## src/rtl/vga_timing_pkg.sv

```systemverilog
// Shared VGA raster constants (640x480@60) and small helpers used by the
// sync timing generator and the downstream pattern generator.
package vga_timing_pkg;

  localparam int POS_WIDTH      = 10;
  localparam int MAX_SYNC_DELAY = 7;

  localparam int H_VISIBLE = 640;
  localparam int H_FRONT   = 16;
  localparam int H_SYNC    = 96;
  localparam int H_BACK    = 48;
  localparam int V_VISIBLE = 480;
  localparam int V_FRONT   = 10;
  localparam int V_SYNC    = 2;
  localparam int V_BACK    = 33;

  localparam int H_TOTAL = H_VISIBLE + H_FRONT + H_SYNC + H_BACK;
  localparam int V_TOTAL = V_VISIBLE + V_FRONT + V_SYNC + V_BACK;

  typedef logic [POS_WIDTH-1:0] pos_t;
  // One extra bit so a bound equal to 2**POS_WIDTH is still representable.
  typedef logic [POS_WIDTH:0]   bound_t;

  typedef struct packed {
    logic hsync;
    logic vsync;
  } sync_pair_t;

  function automatic logic in_window(input bound_t pos, input bound_t lo, input bound_t hi);
    return (pos >= lo) && (pos < hi);
  endfunction

  function automatic logic sync_level(input logic active, input logic active_high);
    return active_high ? active : ~active;
  endfunction

endpackage

```

## src/rtl/vga_sync_timing_generator_sync_delay_line.sv

```systemverilog
// Fixed-depth shift register used to align sync outputs with downstream
// registered video. DEPTH=0 is a straight wire.
module sync_delay_line #(
  parameter int               WIDTH       = 2,
  parameter int               DEPTH       = 1,
  parameter logic [WIDTH-1:0] RESET_VALUE = {WIDTH{1'b0}}
) (
  input  logic             i_clk,
  input  logic             i_rst_n,
  input  logic [WIDTH-1:0] i_data,
  output logic [WIDTH-1:0] o_data
);

  if (DEPTH == 0) begin : g_bypass
    logic w_unused_clk_rst;
    assign w_unused_clk_rst = i_clk ^ i_rst_n;
    assign o_data = i_data;
  end else begin : g_pipe
    logic [WIDTH-1:0] r_stage [DEPTH];

    // Shift every clock; reset flushes every stage to the idle level.
    always_ff @(posedge i_clk or negedge i_rst_n) begin
      if (!i_rst_n) begin
        for (int i = 0; i < DEPTH; i++) begin
          r_stage[i] <= RESET_VALUE;
        end
      end else begin
        r_stage[0] <= i_data;
        for (int i = 1; i < DEPTH; i++) begin
          r_stage[i] <= r_stage[i-1];
        end
      end
    end

    assign o_data = r_stage[DEPTH-1];
  end

endmodule

```

## src/rtl/vga_sync_timing_generator.sv

```systemverilog
// VGA raster timing: pixel/line counters, visible flag, frame strobe and
// polarity-configurable hsync/vsync through an alignment delay line.
module vga_sync_timing_generator #(
  parameter int H_VISIBLE        = vga_timing_pkg::H_VISIBLE,
  parameter int H_FRONT          = vga_timing_pkg::H_FRONT,
  parameter int H_SYNC           = vga_timing_pkg::H_SYNC,
  parameter int H_BACK           = vga_timing_pkg::H_BACK,
  parameter int V_VISIBLE        = vga_timing_pkg::V_VISIBLE,
  parameter int V_FRONT          = vga_timing_pkg::V_FRONT,
  parameter int V_SYNC           = vga_timing_pkg::V_SYNC,
  parameter int V_BACK           = vga_timing_pkg::V_BACK,
  parameter int SYNC_ACTIVE_HIGH = 0,
  parameter int SYNC_DELAY       = 1
) (
  input  logic                                i_clk,
  input  logic                                i_rst_n,
  input  logic                                i_enable,
  output logic [vga_timing_pkg::POS_WIDTH-1:0] o_hpos,
  output logic [vga_timing_pkg::POS_WIDTH-1:0] o_vpos,
  output logic                                o_visible,
  output logic                                o_frame_strobe,
  output logic                                o_hsync,
  output logic                                o_vsync
);

  import vga_timing_pkg::*;

  localparam int LINE_CLOCKS = H_VISIBLE + H_FRONT + H_SYNC + H_BACK;
  localparam int FRAME_LINES = V_VISIBLE + V_FRONT + V_SYNC + V_BACK;

  if (LINE_CLOCKS > (1 << POS_WIDTH)) begin : g_bad_h_total
    $error("vga_sync_timing_generator: H total %0d exceeds %0d", LINE_CLOCKS, 1 << POS_WIDTH);
  end
  if (FRAME_LINES > (1 << POS_WIDTH)) begin : g_bad_v_total
    $error("vga_sync_timing_generator: V total %0d exceeds %0d", FRAME_LINES, 1 << POS_WIDTH);
  end
  if ((SYNC_DELAY < 0) || (SYNC_DELAY > MAX_SYNC_DELAY)) begin : g_bad_delay
    $error("vga_sync_timing_generator: SYNC_DELAY %0d out of range", SYNC_DELAY);
  end

  localparam pos_t   H_LAST     = pos_t'(LINE_CLOCKS - 1);
  localparam pos_t   V_LAST     = pos_t'(FRAME_LINES - 1);
  localparam bound_t H_VIS_END  = bound_t'(H_VISIBLE);
  localparam bound_t V_VIS_END  = bound_t'(V_VISIBLE);
  localparam bound_t HS_START   = bound_t'(H_VISIBLE + H_FRONT);
  localparam bound_t HS_END     = bound_t'(H_VISIBLE + H_FRONT + H_SYNC);
  localparam bound_t VS_START   = bound_t'(V_VISIBLE + V_FRONT);
  localparam bound_t VS_END     = bound_t'(V_VISIBLE + V_FRONT + V_SYNC);
  localparam logic   SYNC_HIGH  = (SYNC_ACTIVE_HIGH != 0) ? 1'b1 : 1'b0;
  localparam logic   SYNC_IDLE  = ~SYNC_HIGH;

  pos_t       r_hpos;
  pos_t       r_vpos;
  logic       r_visible;
  logic       r_frame_strobe;
  sync_pair_t r_sync_raw;

  pos_t       w_hpos_next;
  pos_t       w_vpos_next;
  logic       w_visible_next;
  logic       w_strobe_next;
  sync_pair_t w_sync_next;
  sync_pair_t w_sync_delayed;

  // Raster advance: hold when disabled, wrap the line then the frame.
  always_comb begin
    w_hpos_next = r_hpos;
    w_vpos_next = r_vpos;
    if (i_enable) begin
      if (r_hpos == H_LAST) begin
        w_hpos_next = pos_t'(0);
        if (r_vpos == V_LAST) begin
          w_vpos_next = pos_t'(0);
        end else begin
          w_vpos_next = r_vpos + pos_t'(1);
        end
      end else begin
        w_hpos_next = r_hpos + pos_t'(1);
        w_vpos_next = r_vpos;
      end
    end else begin
      w_hpos_next = r_hpos;
      w_vpos_next = r_vpos;
    end
  end

  // Decode from the next position so the flags land on the same clock as the counters.
  always_comb begin
    w_visible_next    = ({1'b0, w_hpos_next} < H_VIS_END) && ({1'b0, w_vpos_next} < V_VIS_END);
    w_strobe_next     = i_enable && (w_hpos_next == pos_t'(0)) && ({1'b0, w_vpos_next} == V_VIS_END);
    w_sync_next.hsync = sync_level(in_window({1'b0, w_hpos_next}, HS_START, HS_END), SYNC_HIGH);
    w_sync_next.vsync = sync_level(in_window({1'b0, w_vpos_next}, VS_START, VS_END), SYNC_HIGH);
  end

  // Counter and decode registers; reset parks on the last back-porch pixel.
  always_ff @(posedge i_clk or negedge i_rst_n) begin
    if (!i_rst_n) begin
      r_hpos         <= H_LAST;
      r_vpos         <= V_LAST;
      r_visible      <= 1'b0;
      r_frame_strobe <= 1'b0;
      r_sync_raw     <= '{hsync: SYNC_IDLE, vsync: SYNC_IDLE};
    end else begin
      r_hpos         <= w_hpos_next;
      r_vpos         <= w_vpos_next;
      r_visible      <= w_visible_next;
      r_frame_strobe <= w_strobe_next;
      r_sync_raw     <= w_sync_next;
    end
  end

  sync_delay_line #(
    .WIDTH       (2),
    .DEPTH       (SYNC_DELAY),
    .RESET_VALUE ({SYNC_IDLE, SYNC_IDLE})
  ) u_sync_delay (
    .i_clk   (i_clk),
    .i_rst_n (i_rst_n),
    .i_data  (r_sync_raw),
    .o_data  (w_sync_delayed)
  );

  assign o_hpos         = r_hpos;
  assign o_vpos         = r_vpos;
  assign o_visible      = r_visible;
  assign o_frame_strobe = r_frame_strobe;
  assign o_hsync        = w_sync_delayed.hsync;
  assign o_vsync        = w_sync_delayed.vsync;

endmodule

```

## config.mk

```make
export PLATFORM = sky130hd
export DESIGN_NAME = vga_sync_timing_generator
export DESIGN_NICKNAME = d
export VERILOG_FILES = /design/src/rtl/vga_timing_pkg.sv /design/src/rtl/vga_sync_timing_generator_sync_delay_line.sv /design/src/rtl/vga_sync_timing_generator.sv
export SDC_FILE = /design/constraint.sdc
export NUM_CORES = 1
export LEC_CHECK = 0
export CAP_MARGIN = 20
export CORE_ASPECT_RATIO = 2
export CORE_MARGIN = 2
export CORE_UTILIZATION = 30
export DETAILED_ROUTE_END_ITERATION = 10
export PLACE_DENSITY_LB_ADDON = 0.25
export SLEW_MARGIN = 0
export SYNTH_ARGS = -nofsm -noshare
export SYNTH_HDL_FRONTEND = slang
export SYNTH_HIERARCHICAL = 1
export SYNTH_SLANG_ARGS = --single-unit
```

## constraint.sdc

```tcl
create_clock -name i_clk -period 4.3 [get_ports i_clk]
set_clock_uncertainty 0.15 [all_clocks]
set_input_delay 0.43 -clock i_clk [delete_from_list [all_inputs] [get_ports i_clk]]
set_output_delay 0.43 -clock i_clk [all_outputs]
set_load 0.05 [all_outputs]
```

# Yosys cells after proc, flatten, opt, wreduce, memory -nomap -nowiden
# Index checks and enable logic that the tools add are counted.
[totals]
register_bits = 26
latchBits = 0
ramBits = 0
romBits = 0
input_bits = 3
word_cells = 31
mem_count = 0
[op_classes]
add_sub_neg = 2
n_mul = 0
div_mod_pow = 0
magnitude_cmp = 6
eq_ne = 3
n_shift = 0
mux = 5
bitwise = 2
reduce_logical = 6
[ops]
columns = ["cell", "n"]
rows = [
  ["$mux 10", 5],
  ["$add 10x1->10 const B", 2],
  ["$eq 10x10->1 const B", 2],
  ["$lt 10x10->1 const B", 2],
  ["$lt 10x9->1 const B", 2],
  ["$eq 10x9->1 const B", 1],
  ["$ge 10x10->1 const B", 1],
  ["$ge 10x9->1 const B", 1],
  ["$logic_not 10->1", 1],
  ["$logic_and 1x1->1", 5],
  ["$not 1->1", 2],
]

# Longest topological paths before layout
[logic_depth]
ltp_word = 7
mapped_depth = 8
ltp_nobuf = 8

# Cells and area by module
# The synthesis kept the hierarchy.
[modules_own_cells]
columns = ["mod", "n_inst", "cells_per_inst", "area_each_um2"]
rows = [
  ["vga_sync_timing_generator", 1, 161, 1445.1],
  ["sync_delay_line", 1, 2, 52.6],
]

# Worst setup path after synthesis
# Ideal clock, no wire load.
[synth_path]
path_type = "register -> register"
start = "register r_hpos[1] (netlist: o_hpos[1])"
end = "register r_frame_strobe (netlist: o_frame_strobe)"
setup_ns = 0.068
arrival_ns = 2.593
t_required_ns = 4.082
setup_slack_ns = 1.489
path_stages_with_launch = 8
path_buffers = 0
synth_period_minus_slack_ns = 2.811
cell_sequence = "dfstp_2 ha_1 nand4bb_1 nor3_2 a21oi_1 or4_1 nor4_1 and4b_1"
[synth_between]
elab_chain_len = 6
[synth_rtl]
columns = ["item", "line_no", "text"]
rows = [
  ["from (decl)", "vga_sync_timing_generator.sv:52", "pos_t r_hpos;"],
  ["from (signal assigned)", "vga_sync_timing_generator.sv:104", "r_hpos <= w_hpos_next;"],
  ["$add 10x1->10 / $eq 10x10->1 (equally long branches)", "vga_sync_timing_generator.sv:78, vga_sync_timing_generator.sv:70", ""],
  ["$mux 10 (*)", "vga_sync_timing_generator.sv:70", "if (r_hpos == H_LAST) begin"],
  ["$mux 10 (*)", "vga_sync_timing_generator.sv:69", "if (i_enable) begin"],
  ["named net w_hpos_next[9]", "vga_sync_timing_generator.sv:58", "pos_t w_hpos_next;"],
  ["$logic_not 10->1 (*)", "vga_sync_timing_generator.sv:90", "w_strobe_next = i_enable && (w_hpos_next == pos_t'(0)) && ({1'b0, w_vpos_next} == V_VIS_END);"],
  ["$logic_and 1x1->1 (*) (2 in series)", "vga_sync_timing_generator.sv:90", ""],
  ["named net w_strobe_next", "vga_sync_timing_generator.sv:61", "logic w_strobe_next;"],
  ["to (signal assigned)", "vga_sync_timing_generator.sv:107", "r_frame_strobe <= w_strobe_next;"],
  ["to (decl)", "vga_sync_timing_generator.sv:55", "logic r_frame_strobe;"],
]
# Mark *: on every way through the listed nets, which the timed path passes. The rest lies on a longest branch.

# Worst setup path after layout
# Same ends and word-level chain as after synthesis.

==> flow_summary.json <==
{
  "arrival_ps": 3080,
  "crit_path_end_kind": "register",
  "dieHeight_um": 104,
  "max_stage_delay_ps": 620,
  "drc": 0,
  "synth_nets": 169,
  "portBuffers": 26,
  "p_per_area_nw_per_um2": 404,
  "fp.dieW_um": 54.0,
  "grt_setup_unrepaired": "false",
  "seqCellArea_um2": 668,
  "worst_pin_slew_ps": 586,
  "critPathRequiredTime_ps": 4370,
  "vias": 1326,
  "top_usage_layer": "met2",
  "finalCriticalPeriod_ps": 3010,
  "critPathKind": "reg -> reg",
  "clock_path_buffers": 2,
  "synthFlopType": "dfstp_2",
  "first_global_vias": 1355,
  "hold_buffers": 0,
  "pre_cts_slack_ps": 1180,
  "antenna_left": 0,
  "netlist_instances": 163,
  "setup_slack_ps": 1290,
  "grt_max_degree": 24,
  "pin_count": 27,
  "path_max_fanout": 18,
  "ys_seq_elements": 26,
  "rr_endpoint": "o_frame_strobe",
  "hpwl_um": 3010,
  "grt_use_total": 0.164,
  "netlist-cell-type-count": 43,
  "crit_chain": "ha_1 > nand4bb_1 > nor3_2 > buf_4 > a21oi_1 > or4_1 > nor4_1 > and4b_1",
  "max_freq_mhz": 332,
  "hold_end": "u_sync_delay/o_data[1]",
  "crit_path_start_kind": "register",
  "gr-usage-met1": 0.185,
  "place_area_um2": 1810,
  "htreeDepth": 1,
  "postLayoutCellArea_um2": 1900,
  "n_fill_cell": 484,
  "via_per_inst": 5.41,
  "min-delay-start": "r_sync_raw[1]",
  "dr.pass1.iters": 4,
  "drt_iter0_drc": 33,
  "start_util": 0.311,
  "holdPathStages": 0,
  "peakVddDrop_mv": 0.197,
  "insertion_delay_ps": 280,
  "outcome": "finished clean",
  "cpMaxStageDelayCell": "dfstp_2",
  "place_congestion": 0.867,
  "wl_um": 4030,
  "r2r_cells": 8,
  "maxSlewViolCount": 0,
  "synth_area_um2": 1500,
  "synth-seq-area-share": 0.446,
  "cts.clk_slew.worst_paths_ps": 90,
  "use_met2": 0.285,
  "hold_ws_ps": 210,
  "grt_pass1_wl_um": 6790,
  "multi_input_area_um2": 772,
  "cts_resized": 0,
  "path_buf_inv": 1,
  "p_leak_nw": 0.706,
  "setup_viol": 0,
  "num-nets-final": 195,
  "synth_edf_count": 0,
  "min_period_over_period": 0.701,
  "numCtsBuffers": 3,
  "hold_viol": 0,
  "antenna_found_initial": 0,
  "reg2reg_from": "o_hpos[1]",
  "mostFrequentLayoutCells": "clkdlybuf4s50_1, nand2_1, dfstp_2",
  "final_common_cell": "clkdlybuf4s50_1",
  "drive_gt1_frac": 0.133,
  "cap_violations": 0,
  "cts_tree": "built",
  "antenna_cells": 0,
  "grt_overflow": 0,
  "die_area_um2": 5610,
  "ff2ff_setup_slack_ps": 1290,
  "met3_usage": 0.0172,
  "wl_per_cell_um": 16.5,
  "synth-async-reset-ratio": 1.00,
  "area_growth_pct": 26.8,
  "hold_class": "reg -> reg",
  "syn_area_per_cell_um2": 9.19,
  "maxSlewHeadroom": 0.608,
  "core_um2": 4820,
  "cts-root-buf": "clkbuf_8",
  "post-cts-setup-buffers": 0,
  "cts_sinks": 26,
  "tns_ps": 0,
  "yosysWarnings": 6,
  "row_count": 36,
  "path_delay_family": "simple AND/OR/NAND/NOR gates"
}
-- synthesized netlist by cell type (2+ instances only) --
cell type,number,area share
o211ai_1,3,0.015
a21oi_1,4,0.013
o31ai_1,3,0.015
clkbuf_1,7,0.018
o22ai_1,3,0.013
nand2_1,22,0.055
xnor2_1,7,0.041
or4_1,2,0.010
nor2_1,13,0.033
nand3_1,10,0.033
nand3b_1,2,0.010
ha_1,3,0.025
a31oi_1,3,0.013
o311ai_0,2,0.012
inv_1,7,0.018
xor2_1,3,0.018
dfstp_2,14,0.25
nand4_1,6,0.025
o21ai_0,6,0.020
nand2b_1,3,0.013
or3_1,3,0.013
and2_1,2,0.0084
dfrtp_1,12,0.20
nor3_1,4,0.013
-- logic make-up after synthesis --
kind of cell | after synthesis | share of synthesized area
AOI/OAI and AO/OA | 31 | 0.141
xor gates and xnor gates | 10 | 0.0585
adders and majority gates | 3 | 0.0251
buffers and inverters | 15 | 0.0384
DFF | 26 | 0.446
muxes | 1 | 0.00752
and+or+nand+nor | 77 | 0.283
-- sequential cells by signal, summed over array words and instances (netlist names) --
signal               flops
o_frame_strobe           1
u_sync_delay/o_data      2
o_visible                1
o_vpos                  10
r_sync_raw               2
o_hpos                  10
-- power by group --
group | internal, mW | switching [mW]
logic | 0.0819 | 0.149
registers | 0.284 | 0.0468
clock network | 0.125 | 0.0813
-- layer usage --
layer  vias to the layer above  wire length [µm]
met4                         0               117
met2                        30              2290
li1                        645                 -
met5                         -                 0
met1                       643              1500
met3                         8               123
-- stage by stage --
stage | util | instances | power, mW
2_1_floorplan | - | 163 | 0.483
3_3_place_gp | 0.376 | 240 | 0.564
3_5_place_dp | 0.376 | 240 | 0.566
4_1_cts | 0.391 | 244 | 0.774
5_1_grt | 0.394 | 245 | 0.809
6_report | 0.394 | 245 | 0.768
-- area by class of cell --
type | count | area share
clock buffers | 3 | 0.0217
clock inverters | 1 | 0.0158
inverters | 7 | 0.0138
multi-input cells | 122 | 0.406
flip-flops and latches | 26 | 0.352
well taps | 57 | 0.0375
repair buffers | 29 | 0.153
-- worst max-delay path by stage --
stage	start	endpoint	slack, ps	cells past startpoint
floorplan	o_hpos[1]	o_frame_strobe	1490	7
global route	o_hpos[1]	o_frame_strobe	1040	8
CTS	o_hpos[1]	o_frame_strobe	1270	8
finish	o_hpos[1]	o_frame_strobe	1290	8
global placement	i_enable	o_frame_strobe	1210	8
detailed placement	i_enable	o_frame_strobe	1180	8
No activity file was read; power rests on OpenSTA's default activity.
